<file path="src/rtl/wb_regfile.sv">
// Writeback register file: 32x32 GPRs (r0 hardwired to zero), 64-bit HI/LO, commit counter and debug trace.
// Define WB_REGFILE_BYPASS_EN to forward same-cycle writeback data onto the read ports and hilo_out.
module wb_regfile #(
   parameter logic [31:0] RESET_PC = 32'hbfc00000
) (
   input  logic        clk,
   input  logic        resetn,
   input  logic [31:0] wb_pc,
   input  logic [31:0] wb_result,
   input  logic [4:0]  wb_writereg,
   input  logic        wb_regwrite,
   input  logic        wb_hilo_write,
   input  logic [63:0] wb_hilo,
   input  logic [4:0]  raddr1,
   input  logic [4:0]  raddr2,
   output logic [31:0] rdata1,
   output logic [31:0] rdata2,
   output logic [63:0] hilo_out,
   output logic [31:0] debug_wb_pc,
   output logic [3:0]  debug_wb_rf_wen,
   output logic [4:0]  debug_wb_rf_wnum,
   output logic [31:0] debug_wb_rf_wdata,
   output logic [31:0] wr_cnt
);

   logic [31:0] gpr_q [1:31];
   logic [63:0] hilo_q;
   logic [31:0] wr_cnt_q;
   logic        gwe;
   logic        hwe;

   // Gating with resetn discards any write (and any bypass) presented while reset is held.
   assign gwe = wb_regwrite && (wb_writereg != 5'd0) && resetn;
   assign hwe = wb_hilo_write && resetn;

   always_ff @(posedge clk or negedge resetn) begin
      if (!resetn) begin
         for (int i = 1; i < 32; i++) gpr_q[i] <= '0;
         hilo_q   <= '0;
         wr_cnt_q <= '0;
      end else begin
         if (gwe) begin
            gpr_q[wb_writereg] <= wb_result;
            wr_cnt_q           <= wr_cnt_q + 32'd1;
         end
         if (hwe) hilo_q <= wb_hilo;
      end
   end

   always_comb begin
      rdata1 = '0;
      rdata2 = '0;
      if (raddr1 != 5'd0) begin
         rdata1 = gpr_q[raddr1];
`ifdef WB_REGFILE_BYPASS_EN
         if (gwe && (raddr1 == wb_writereg)) rdata1 = wb_result;
`endif
      end
      if (raddr2 != 5'd0) begin
         rdata2 = gpr_q[raddr2];
`ifdef WB_REGFILE_BYPASS_EN
         if (gwe && (raddr2 == wb_writereg)) rdata2 = wb_result;
`endif
      end
   end

`ifdef WB_REGFILE_BYPASS_EN
   assign hilo_out = hwe ? wb_hilo : hilo_q;
`else
   assign hilo_out = hilo_q;
`endif

   assign wr_cnt            = wr_cnt_q;
   assign debug_wb_pc       = resetn ? wb_pc : RESET_PC;
   assign debug_wb_rf_wen   = {4{gwe}};
   assign debug_wb_rf_wnum  = wb_writereg;
   assign debug_wb_rf_wdata = wb_result;

endmodule
</file>
<file path="config.mk">
export PLATFORM = sky130hd
export DESIGN_NAME = wb_regfile
export DESIGN_NICKNAME = d
export VERILOG_FILES = /design/src/rtl/wb_regfile.sv
export SDC_FILE = /design/constraint.sdc
export NUM_CORES = 2
export LEC_CHECK = 0
export BUFFER_PORTS_ARGS = -buffer_cell sky130_fd_sc_hd__buf_4
export CORE_MARGIN = 5
export CORE_UTILIZATION = 40
export CTS_CLUSTER_DIAMETER = 120
export CTS_CLUSTER_SIZE = 16
export DETAILED_ROUTE_END_ITERATION = 8
export GPL_TIMING_DRIVEN = 0
export HOLD_SLACK_MARGIN = 0.02
export PLACE_DENSITY = 0.68
export SYNTH_ARGS = -nofsm -noshare
export SYNTH_HDL_FRONTEND = slang
export SYNTH_SLANG_ARGS = --single-unit
</file>
<file path="constraint.sdc">
create_clock -name clk -period 2.8 [get_ports clk]
set_clock_uncertainty 0.2 [all_clocks]
set_input_delay 0.42 -clock clk [delete_from_list [all_inputs] [get_ports clk]]
set_output_delay 0.42 -clock clk [all_outputs]
set_load 0.05 [all_outputs]
</file>
Word level (Yosys, flattened, before mapping)
Cells that the tools add are included.
Widths: inputs -> output; s select.
- memories: 0
- input port bits: 147
- bits in registers: 1088
- output and inout bits: 233
- memory bits (read-only): 0
- latch bits: 0
- memory bits (writable): 0
- word-level logic and storage cells: 60
- eq/ne operators: 0
- bitwise gates (word level): 3
- reduce and logical (&&, ||, !) cells: 7
- shift-type cells: 0
- multiplexer cells: 12
- add/subtract/negate cells: 1
- magnitude comparators: 4
- multiply operators: 0
- div/mod/pow operators: 0
- operators by type and width (cell ; count):
    $bwmux 992 ; 1
    $bmux 32 s5 ; 2
    $mux 32 ; 8
    $demux 32 s5 ; 1
    $add 32x1->32 const B ; 1
    $ge 6x6->1 const B ; 3
    $not 5->6 ; 3
    $reduce_bool 5->1 ; 3
    $lt 6x1->1 const B ; 1
    $logic_and 1x1->1 ; 4

Logic depth before layout (Yosys ltp)
- depth in word-level cells: 6
- gate-level depth with buffers: 9

Worst setup path before layout
OpenSTA, ideal clock, no wires.
- path type: input to output
- from: input port raddr2[0]
- to: output port rdata2[30]
- data arrival time: 2746 ps
- cell stages on the path: 9
- slack: -566 ps
- cell sequence: buf_6 > buf_6 > buf_6 > nor2b_1 > buf_2 > a221oi_1 > nor3_1 > a211oi_1 > a211oi_1
- word-level cells in the longest chain between the ends: 5
- elaborated cells between the ends (all ways): 6
- those cells by class: 4 x mux; 1 x bitwise; 1 x reduce/logical
- RTL lines (element ; RTL line ; RTL):
    start, declared ; 15 ; input logic [4:0] raddr2,
    $not 5->6 (implied by the code) ; 60 ; rdata2 = gpr_q[raddr2];
    $bmux 32 s5 ; 60 ;
    $mux 32 (implied by the code) (2 in series) ; 60 ;
    $mux 32 (*) ; 59 ; if (raddr2 != 5'd0) begin
    end, declared ; 17 ; output logic [31:0] rdata2,
Every way passes the cells marked *; elsewhere a longest branch is shown, timed or not. The select of a mux whose other input is x is not followed.

Worst setup path in the final report
- from: register gpr_q[540] (netlist bit)
- to: output port rdata2[28]
- word-level cells in the longest chain between the ends: 4
- RTL lines (element ; RTL line ; RTL):
    start, declared ; 26 ; logic [31:0] gpr_q [1:31];
    start signal, assigned by index ; 43 ; gpr_q[wb_writereg] <= wb_result;
    $bmux 32 s5 ; 60 ;
    $mux 32 (implied by the code) (2 in series) ; 60 ;
    $mux 32 ; 59 ;
No other way between the ends. The select of a mux whose other input is x is not followed.

==> impl_metrics.toml <==
[route]
wire_per_inst_um = 32.2
detail_route.vias_per_cell = 6.25
vias = 42400
dr.pass1.iters = 5
drc = 0
drt_iter0_drc = 4482
postRouteAntennaNets = 0
drt_wl_total_um = 218000

[cts]
clkSlewWorstSetupHoldPaths_ns = 0.08
cts_root_buf = "clkbuf_16"
cts_made_buffers = 78
cts_tree = "yes"
clk_latency_ns = 0.69
clock_sinks = 1088
clockBufferDepth = 3
htree_num_levels = 3

[sta]
max_freq_ghz = 0.301
setup_viol = 190
setup_ws_ns = -0.523
min_period_over_period_pct = 119
maxSlewHeadroom_pct = 35.0
fin_tns_setup_ns = -30.50
rsz0062_at_grt = "true"
worst_slew_pin_slew_ns = 0.974
hold_violations = 0
slew_violations = 0
min_period_ns = 3.32

[synthesis]
yosysTopAreaCell = "dfrtp_1"
synthTopCellsByArea = "dfrtp_1 (47%), mux2_2 (23%), mux4_2 (12%)"
netlist_area_mm2 = 0.0582
seq_area_frac_synth_pct = 46.8
synth_fp_nets = 4285
synth_edf_count = 0
yosys_warnings = 0
synth_area_per_cell_um2 = 14.1
synth-seq-cells = 1088
ys.flop_type = "dfrtp_1"
ys_types = 53
syn_inst = 4137
synthArstFlopShare_pct = 100
synth_top_area_share_pct = 46.8

[global_routing]
grt_pass1_wl_um = 311000
grt_pass1_vias = 43900
globalRouteOverflowTotal = 0
grt_max_degree = 177
grt_usage_pct = 27.9
antenna_found_initial = 6

[layout]
multi_input_area_mm2 = 0.0309
nets = 5000
final_cells = 6780
n_fill_cell = 12300
area_growth_pct = 23.2
seqCellArea_mm2 = 0.0272
drive_gt1_share_pct = 56.9
post-route-util_pct = 49.4

[place]
place_congestion = 0.949
dp.cells = 6433
port_buffers = 372
pre_cts_slack_ns = -2.09
hpwl_um = 151000

[job]
maxCapViolCount = 0

[setup_path]
start_kind = "flop"
reg2reg_from = "wr_cnt[6]"
crit_start = "gpr_q[540]"
worstPathArrival_ns = 2.70
worst-setup-path-type = "flop to output port"
endpoint_kind = "output port"
required_ns = 2.18
path_max_fanout = 3

[floorplanning]
row_count = 140
pin_count = 380
die_x_um = 391
start_util_pct = 40.1
core_area_mm2 = 0.145
dieArea_mm2 = 0.153
die_h_um = 391

[pwr]
internal_power_w = 0.0284
leakagePower_nw = 32.3
seqPwrFrac_pct = 46.7
p_per_area_mw_per_mm2 = 580
total_power_w = 0.0416
power_switching_w = 0.0132
peakVddDrop_v = 0.000479
p_sw_share_pct = 31.7
comb_power_share_pct = 26.8
power.share.clock_pct = 26.4

[run_status]
violations = "setup timing"
status = "finished, violations left"

[hold_path]
hold_path.class = "input pin to asynchronous set/reset pin"
==> sequential cells by signal, indices dropped and copies added (netlist names) <==
register  flops
gpr_q       992
wr_cnt       32
hilo_out     64
==> routing by layer <==
metal | share of wire [%] | global-route usage, % | vias up
met3 | 10 | 7.73 | 675
met4 | 6.1 | 14.6 | 2
met5 | 0.058 | 0 | -
met2 | 45 | 43.0 | 2445
met1 | 38 | 36.1 | 22300
li1 | - | - | 17000
==> worst max-delay path, cell delays in order (launching register included) <==
cell      delay [ns]
dfrtp_1         0.41
mux4_2          0.49
mux2_4          0.29
a211oi_4        0.52
a211oi_4        0.09
buf_6           0.19
==> cell usage in the layout, fill, tap and decap left out, drive strengths merged, types with 3 or more instances in the layout <==
cell / netlist / routed
mux2: 1214 / 1214
dfrtp: 1088 / 1088
buf: 252 / 787
mux4: 325 / 325
clkbuf: 211 / 287
mux2i: 280 / 280
dlygate4sd3: 0 / 101
nand2: 88 / 88
o21ai: 66 / 66
o22ai: 62 / 62
a221oi: 61 / 61
a211oi: 56 / 56
nor2: 39 / 39
a21oi: 38 / 38
nor2b: 38 / 38
nor3: 35 / 35
a22oi: 33 / 33
o2111ai: 31 / 31
a22o: 30 / 30
or3: 25 / 25
and2: 25 / 25
o31ai: 25 / 25
xnor2: 18 / 18
nand2b: 15 / 15
and3: 13 / 13
xor2: 13 / 13
nand3: 12 / 12
nand4: 8 / 8
o2bb2ai: 6 / 6
or3b: 6 / 6
inv: 5 / 6
diode: 0 / 4
clkinv: 0 / 4
and4: 3 / 3
bufbuf: 0 / 3
o211ai: 3 / 3
or2: 3 / 3
==> power groups by stage <==
| stage | sequential (W) | clock [W] | combinational (W) |
|---|---|---|---|
| finish | 0.0194 | 0.0110 | 0.0112 |
| CTS | 0.0193 | 0.0111 | 0.0108 |
| detailed placement | 0.0197 | 0 | 0.00943 |
| floorplan | 0.0197 | 0 | 0.00597 |
| global route | 0.0196 | 0.0116 | 0.0116 |
| global placement | 0.0196 | 0 | 0.00922 |
==> area by class of cell <==
type / instances / share of cell area, %
clock buffers: 82 / 2.85
well taps: 1917 / 3.35
diodes: 4 / 0.0140
plain buffers: 463 / 4.60
multi-input cells: 2581 / 43.1
repair buffers: 635 / 8.04
inverters: 5 / 0.0262
flip-flops and latches: 1088 / 38.0
clock inverters: 5 / 0.0873
==> metrics by stage <==
stage	hold slack (ns)	instance area, um2
floorplan	-0.0756	58600
global placement	0.265	63700
detailed placement	0.0829	64000
CTS	-0.119	71100
global route	0.0235	71700
finish	0.00198	71700
==> cells in the mapped netlist (3+ instances only) <==
cell	n
mux4_2	323
and3_1	13
o31ai_1	25
mux2i_1	280
nand2_1	88
o21ai_0	65
a22oi_1	33
xnor2_1	18
buf_2	161
a211oi_1	56
clkbuf_1	211
inv_1	5
nand2b_1	15
nor2b_1	38
o2111ai_1	31
a22o_1	30
buf_6	20
or3b_1	6
xor2_1	13
and2_1	24
a221oi_1	61
a21oi_1	38
or3_1	25
nor2_1	39
nor3_1	33
dfrtp_1	1088
and4_1	3
buf_1	19
nand3_1	12
o22ai_1	62
mux2_2	1212
buf_4	50
nand4_1	8
o2bb2ai_1	6
==> logic make-up after synthesis <==
group / after synthesis / share of synthesized area, %
xor+xnor: 31 / 0.466
mux: 1819 / 40.9
simple gates: 318 / 2.84
compound gates: 412 / 5.02
fa+ha+maj: 1 / 0.0215
flops: 1088 / 46.8
buf+inv: 468 / 3.99
==> worst paths after layout <==
kind | to | depth (start not counted) | slack, ns
max in group asynchronous | gpr_q[464] | 8 | -0.13
min | gpr_q[747] | 7 | 0.002
max | rdata2[28] | 5 | -0.52
min reg2reg | wr_cnt[31] | 1 | 0.30
min in group clk | gpr_q[896] | 3 | 0.06
max reg2reg | wr_cnt[26] | 5 | 0.49
==> repair_timing <==
action                                  in CTS  in global routing
endpoints found under the setup margin     747                236
cloned                                       3                  2
setup buffers                              127                 17
resized for setup                          765                102
hold endpoints to repair                   445                123
hold buffers                               107                  2
pin swaps                                   87                 58
Note: power is estimated with default switching activity, not from simulation.
